[config.mk]
export PLATFORM = sky130hd
export DESIGN_NAME = effect_sample_reader
export DESIGN_NICKNAME = d
export VERILOG_FILES = /design/src/rtl/effect_sample_reader.sv
export SDC_FILE = /design/constraint.sdc
export NUM_CORES = 1
export LEC_CHECK = 0
export ABC_AREA = 1
export CAP_MARGIN = 10
export CORE_ASPECT_RATIO = 1.5
export CORE_MARGIN = 8
export CORE_UTILIZATION = 59
export CTS_BUF_LIST = sky130_fd_sc_hd__clkbuf_4 sky130_fd_sc_hd__clkbuf_8 sky130_fd_sc_hd__clkbuf_16
export CTS_CLUSTER_DIAMETER = 100
export DETAILED_ROUTE_END_ITERATION = 16
export GPL_TIMING_DRIVEN = 0
export PLACE_DENSITY = 0.84
export SYNTH_ARGS = -nofsm -noshare
export SYNTH_HDL_FRONTEND = slang
export SYNTH_SLANG_ARGS = --single-unit
[constraint.sdc]
create_clock -name clk -period 5.1 [get_ports clk]
set_input_delay 1.02 -clock clk [delete_from_list [all_inputs] [get_ports clk]]
set_output_delay 1.02 -clock clk [all_outputs]
set_load 0.02 [all_outputs]
[src/rtl/effect_sample_reader.sv]
// Captures samples from an upstream effect block via a valid/ack handshake into a
// small FIFO, and drains one sample per audio tick toward the DAC path.
module effect_sample_reader #(
  parameter int data_width = 16,
  parameter int fifo_depth = 4
) (
  input  logic                          clk,
  input  logic                          reset,
  input  logic [data_width-1:0]         i_data,
  input  logic                          i_data_valid,
  output logic                          o_read_done,
  input  logic                          i_sample_tick,
  output logic [data_width-1:0]         o_sample,
  output logic                          o_sample_strobe,
  output logic [$clog2(fifo_depth):0]   o_fifo_level,
  output logic                          o_underrun,
  output logic [7:0]                    o_underrun_count
);

  localparam int AW = $clog2(fifo_depth);
  localparam int LW = AW + 1;
  localparam logic [LW-1:0] DEPTH_L = LW'(fifo_depth);

  typedef enum logic [1:0] {
    WAIT_VALID,
    ACK,
    WAIT_RELEASE
  } state_t;

  state_t                state;
  logic [data_width-1:0] mem [fifo_depth];
  logic [AW-1:0]         wr_ptr;
  logic [AW-1:0]         rd_ptr;
  logic                  wr_en;
  logic                  rd_en;

  // Both decisions use the occupancy before this edge, so a tick on an empty
  // FIFO is an underrun even when a write lands on the same edge.
  always_comb begin
    wr_en = 1'b0;
    rd_en = 1'b0;
    if (state == WAIT_VALID && i_data_valid && o_fifo_level != DEPTH_L)
      wr_en = 1'b1;
    if (i_sample_tick && o_fifo_level != '0)
      rd_en = 1'b1;
  end

  always_ff @(posedge clk) begin
    if (wr_en)
      mem[wr_ptr] <= i_data;
  end

  always_ff @(posedge clk or negedge reset) begin
    if (!reset) begin
      state            <= WAIT_VALID;
      wr_ptr           <= '0;
      rd_ptr           <= '0;
      o_fifo_level     <= '0;
      o_sample         <= '0;
      o_read_done      <= 1'b0;
      o_sample_strobe  <= 1'b0;
      o_underrun       <= 1'b0;
      o_underrun_count <= '0;
    end else begin
      case (state)
        WAIT_VALID:   if (wr_en) state <= ACK;
        ACK:          state <= WAIT_RELEASE;
        WAIT_RELEASE: if (!i_data_valid) state <= WAIT_VALID;
        default:      state <= WAIT_VALID;
      endcase

      o_read_done <= wr_en;

      if (wr_en)
        wr_ptr <= wr_ptr + 1'b1;
      if (rd_en) begin
        rd_ptr   <= rd_ptr + 1'b1;
        o_sample <= mem[rd_ptr];
      end

      case ({wr_en, rd_en})
        2'b10:   o_fifo_level <= o_fifo_level + 1'b1;
        2'b01:   o_fifo_level <= o_fifo_level - 1'b1;
        default: o_fifo_level <= o_fifo_level;
      endcase

      o_sample_strobe <= i_sample_tick;
      o_underrun      <= i_sample_tick && o_fifo_level == '0;
      if (i_sample_tick && o_fifo_level == '0 && o_underrun_count != '1)
        o_underrun_count <= o_underrun_count + 1'b1;
    end
  end

endmodule
# Yosys cells after proc, flatten, opt, wreduce, memory -nomap -nowiden
# Memories as Yosys holds them, arrays and structs flattened. A register that Yosys moved wholly into a read port is not among the register bits.
# Cells that the tools add are included.
[word_totals]
n_memories = 1
mem_bits_rw = 64
wordCells = 41
reg_bits = 20
inputBits = 20
[memory_table]
columns = ["name", "depth", "word_bits", "rd", "rd_clocked_by_memory_dff", "wr", "line", "rtl"]
rows = [
  ["mem", 4, 16, 1, 1, 1, "31", "logic [data_width-1:0] mem [fifo_depth];"],
]
[op_classes]
n_addsub = 5
eq_ne = 8
mux = 8
reduce_logical = 11
[op_table]
columns = ["op", "count"]
rows = [
  ["8-bit by 1-bit adder with 8-bit output, second input constant", 1],
  ["8-bit inequality test, second input constant", 1],
  ["2-bit one-hot mux with 3 select lines", 1],
  ["3-bit one-hot mux with 2 select lines", 1],
  ["1-bit logical AND", 5],
  ["2-bit by 1-bit adder with 2-bit output, second input constant", 2],
  ["2-bit by 1-bit equality test with 1-bit output, second input constant", 2],
  ["2-bit equality test, second input constant", 2],
  ["1-bit 2-to-1 mux", 4],
  ["2-bit 2-to-1 mux", 2],
  ["2-bit inequality test, second input constant", 2],
  ["3-bit by 1-bit adder with 3-bit output, second input constant", 1],
  ["3-bit zero test", 1],
  ["3-bit inequality test, second input constant", 1],
  ["3-bit nonzero test", 1],
  ["3-bit by 1-bit subtractor with 3-bit output, second input constant", 1],
  ["2-bit zero test", 1],
  ["2-bit AND reduction", 1],
  ["2-bit nonzero test", 1],
  ["1-bit zero test", 1],
]

# Longest topological paths before layout
[logic_depth]
word_depth = 6
ltp_mapped = 11
depth_no_buf = 10

# Least setup slack after synthesis
# Ideal clock, no wire load.
[synth_timing]
kind = "input to register"
startpoint = "input port i_data_valid"
endpoint = "memory mem[0][0], enable pin"
arrival_time_ns = 2.035
path_slack_ns = 2.676
cell_stages = 4
setup_time_ns = 0.389
path_cell_list = "nand2_1 nor2_1 nand2_4 nor2_1"
[synth_between]
elab_chain_cells = 5
[synth_lines]
columns = ["element", "line", "rtl"]
rows = [
  ["start, declared", "10", "input logic i_data_valid,"],
  ["1-bit logical AND (2 in a row)", "42", "if (state == WAIT_VALID && i_data_valid && o_fifo_level != DEPTH_L)"],
  ["1-bit 2-to-1 mux", "42", ""],
  ["1-bit 2-to-1 mux", "49", "if (wr_en)"],
  ["1-bit 2-to-1 mux (implied by the code)", "50", "mem[wr_ptr] <= i_data;"],
  ["end, declared", "31", ""],
]
# No other way between the ends.

# Final worst setup path
[layout_timing]
startpoint = "input port i_sample_tick"
endpoint = "register o_fifo_level[2]"
[layout_between]
elab_chain_cells = 4
word_cells_on_any_way = 6
[layout_lines]
columns = ["element", "line", "rtl"]
rows = [
  ["start, declared", "12", "input logic i_sample_tick,"],
  ["1-bit logical AND (*)", "44", "if (i_sample_tick && o_fifo_level != '0)"],
  ["1-bit 2-to-1 mux (*)", "44", ""],
  ["net rd_en", "35", "logic rd_en;"],
  ["2-bit by 1-bit equality test with 1-bit output / 2-bit equality test (equally long branches)", "81", "case ({wr_en, rd_en})"],
  ["3-bit one-hot mux with 2 select lines / 2-bit nonzero test (equally long branches)", "-", ""],
  ["end signal, assigned", "82", "2'b10: o_fifo_level <= o_fifo_level + 1'b1;"],
  ["end signal, assigned", "83", "2'b01: o_fifo_level <= o_fifo_level - 1'b1;"],
  ["end signal, assigned", "84", "default: o_fifo_level <= o_fifo_level;"],
  ["end, declared", "15", "output logic [$clog2(fifo_depth):0] o_fifo_level,"],
]
# The timed path passes the listed nets; every way through them passes the cells marked *.
# A chain may end at the register's enable or synchronous reset.

==> reports/qor.yml <==
run_status:
  status: "completed"
sta:
  worst_clock_skew_ns: 0.0102
  max_freq_ghz: 0.345
  hold_violations: 0
  report.final.slew_viol_count: 0
  finalCriticalPeriod_ns: 2.90
  finalCritPeriodShare: 0.569
  slew_headroom: 0.373
  final.setup.tns_ns: 0
  fin_ws_ns: 2.20
  worst_slew_pin_slew_ns: 0.940
  grt_setup_unrepaired: "no"
  setup_viol: 0
detailed_routing:
  via_per_inst: 5.32
  vias: 2767
  ant_nets: 0
  dr.pass1.iters: 5
  dr.first_iter.drc_count: 149
  routedWlPerCell_um: 16.2
  routed_wirelength_mm: 8.41
  drc: 0
final_layout:
  drive_above_1_share: 0.106
  seqCellArea_um2: 2820
  multi_input_area_um2: 1150
  final_common_cell: "nand2_1"
  area.growth.synth_to_final_pct: 19.4
  nets: 465
  antenna_cells: 0
  nFillCells: 463
  final_cell_mix: "nand2_1, nor2_1, edfxtp_1, clkdlybuf4s50_1, dfrtp_1"
yosys:
  synth_area_leader_cell: "edfxtp_1"
  yosys_warnings: 0
  synth.area.top_cells: "edfxtp_1, dfrtp_1, nand2_1"
  syn_area_um2: 4190
  syn_nets: 405
  syn_area_per_cell_um2: 11.1
  synthCells: 378
  synth.distinct_cells: 28
  seq_area_frac_synth: 0.674
  synth-seq-cells: 100
  synth_top_cell_area_share: 0.459
grt:
  antenna_found_initial: 0
  grt_max_degree: 37
  globalRouteOverflowTotal: 0
  grt_pass1_wl_mm: 13.3
  track_usage: 0.174
  first_global_vias: 2831
placed_design:
  hpwl_mm: 5.43
  place.gp.congestion: 0.744
  io_buffers: 49
  place_worst_setup_slack_ns: 1.84
floorplanning:
  die_h_um: 119
  die-area_um2: 10100
  rows: 37
  chipWidth_um: 84.8
  core_area_um2: 6850
  io-pin-count: 50
  start_util: 0.611
clock_tree:
  post_cts_resized: 0
  cts_tree: "built"
  post_cts_buffers: 0
  hold_buffers: 0
  clockBufferDepth: 2
  cts_buffers: 9
  root_buffer: "clkbuf_8"
  clk_pin_slew_ns: 0.08
  cts.sinks: 100
  ctsHtreeMaxLevel: 3
  clock_latency_ns: 0.36
critical_path:
  start_kind: "input port"
  endpoint_kind: "flop"
  slowest_stage: "clkdlybuf4s50_1"
  cp_max_fo: 10
  cp.required_ns: 5.38
  crit_chain: "clkdlybuf4s50_1, nand2_8, inv_6, buf_8, ha_1, inv_1, fa_1, or2_2, nand2_1, xor2_1"
  arrival_ns: 3.18
  cpPeakStageDelay_ns: 0.65
  crit_type: "in2reg"
hold_path:
  hp-class: "reg2reg"
power:
  p_per_area_nw_per_um2: 571
  p_leak_nw: 2.06
  irDropWorstVdd_v: 0.000367
job:
  maxCapViolations: 0
-- metal layers --
| metal | track usage | up-vias | share of wire |
|---|---|---|---|
| met1 | 0.180 | 1309 | 0.38 |
| li1 | - | 1348 | - |
| met3 | 0.0379 | 14 | 0.070 |
| met4 | 0.0985 | 0 | 0.017 |
| met5 | 0 | - | 0 |
| met2 | 0.316 | 96 | 0.53 |
-- cell usage after synthesis (all sizes together) --
library cell / number
or2: 1
nand3: 5
edfxtp: 64
fa: 1
a21oi: 3
xor2: 3
nand4: 1
nand2: 105
clkinv: 2
dfrtp: 36
inv: 20
nor2: 78
buf: 12
o21ai: 37
ha: 6
xnor2: 4
-- area by class of cell --
| type | count | area share |
|---|---|---|
| Timing Repair Buffer | 49 | 0.0971 |
| Sequential cell | 100 | 0.564 |
| Tap cell | 78 | 0.0195 |
| Clock buffer | 13 | 0.0320 |
| Inverter | 22 | 0.0193 |
| Multi-Input combinational cell | 244 | 0.230 |
| Buffer | 12 | 0.0258 |
| Clock inverter | 2 | 0.0120 |
-- flip-flops by register name, summed over array words and instances, names as in the netlist --
signal,cells
mem,64
o_sample,16
o_underrun_count,8
o_fifo_level,3
rd_ptr,2
state,2
wr_ptr,2
o_read_done,1
o_sample_strobe,1
o_underrun,1
-- critical path, delay by kind of cell --
| kind | cells | cell delay, ns |
|---|---|---|
| fa+ha+maj | 2 | 0.52 |
| simple gates | 3 | 0.52 |
| buf+inv | 4 | 0.99 |
| xor+xnor | 1 | 0.14 |
-- stage by stage --
stage	power (W)	hold slack [ns]	cell area (µm²)	cells	utilization
floorplan	0.00190	0.444	4190	378	-
global placement	0.00227	0.456	4780	505	0.697
detailed placement	0.00233	0.464	4780	505	0.698
CTS	0.00287	0.480	5000	520	0.730
global route	0.00302	0.511	5000	520	0.730
finish	0.00286	0.477	5000	520	0.730
-- where the power goes --
group / switching, W / internal [W]
Sequential: 0.0000969 / 0.00106
Clock: 0.000246 / 0.000304
Combinational: 0.000688 / 0.000463
-- path summary, 6_finish.rpt --
| path | slack [ns] | cells after the start | from | end |
|---|---|---|---|---|
| setup / recovery | 2.20 | 10 | i_sample_tick | o_fifo_level[2] |
| hold / removal | 0.48 | 1 | state[1] | state[1] |
| setup reg to reg | 2.94 | 11 | o_fifo_level[0] | o_fifo_level[2] |
| hold reg to reg | 0.48 | 1 | state[1] | state[1] |
| max in group asynchronous | 3.80 | 1 | reset | o_sample[9] |
| min in group asynchronous | 0.76 | 1 | reset | o_underrun_count[4] |
-- cell families after synthesis --
family / share of synthesized area
AND/OR/NAND/NOR: 0.187
flip-flops: 0.674
AO/OA/AOI/OAI: 0.0478
buffers and inverters: 0.0538
XOR/XNOR: 0.0146
adder cells (fa/ha/maj): 0.0227
(Power assumes the default switching activity.)
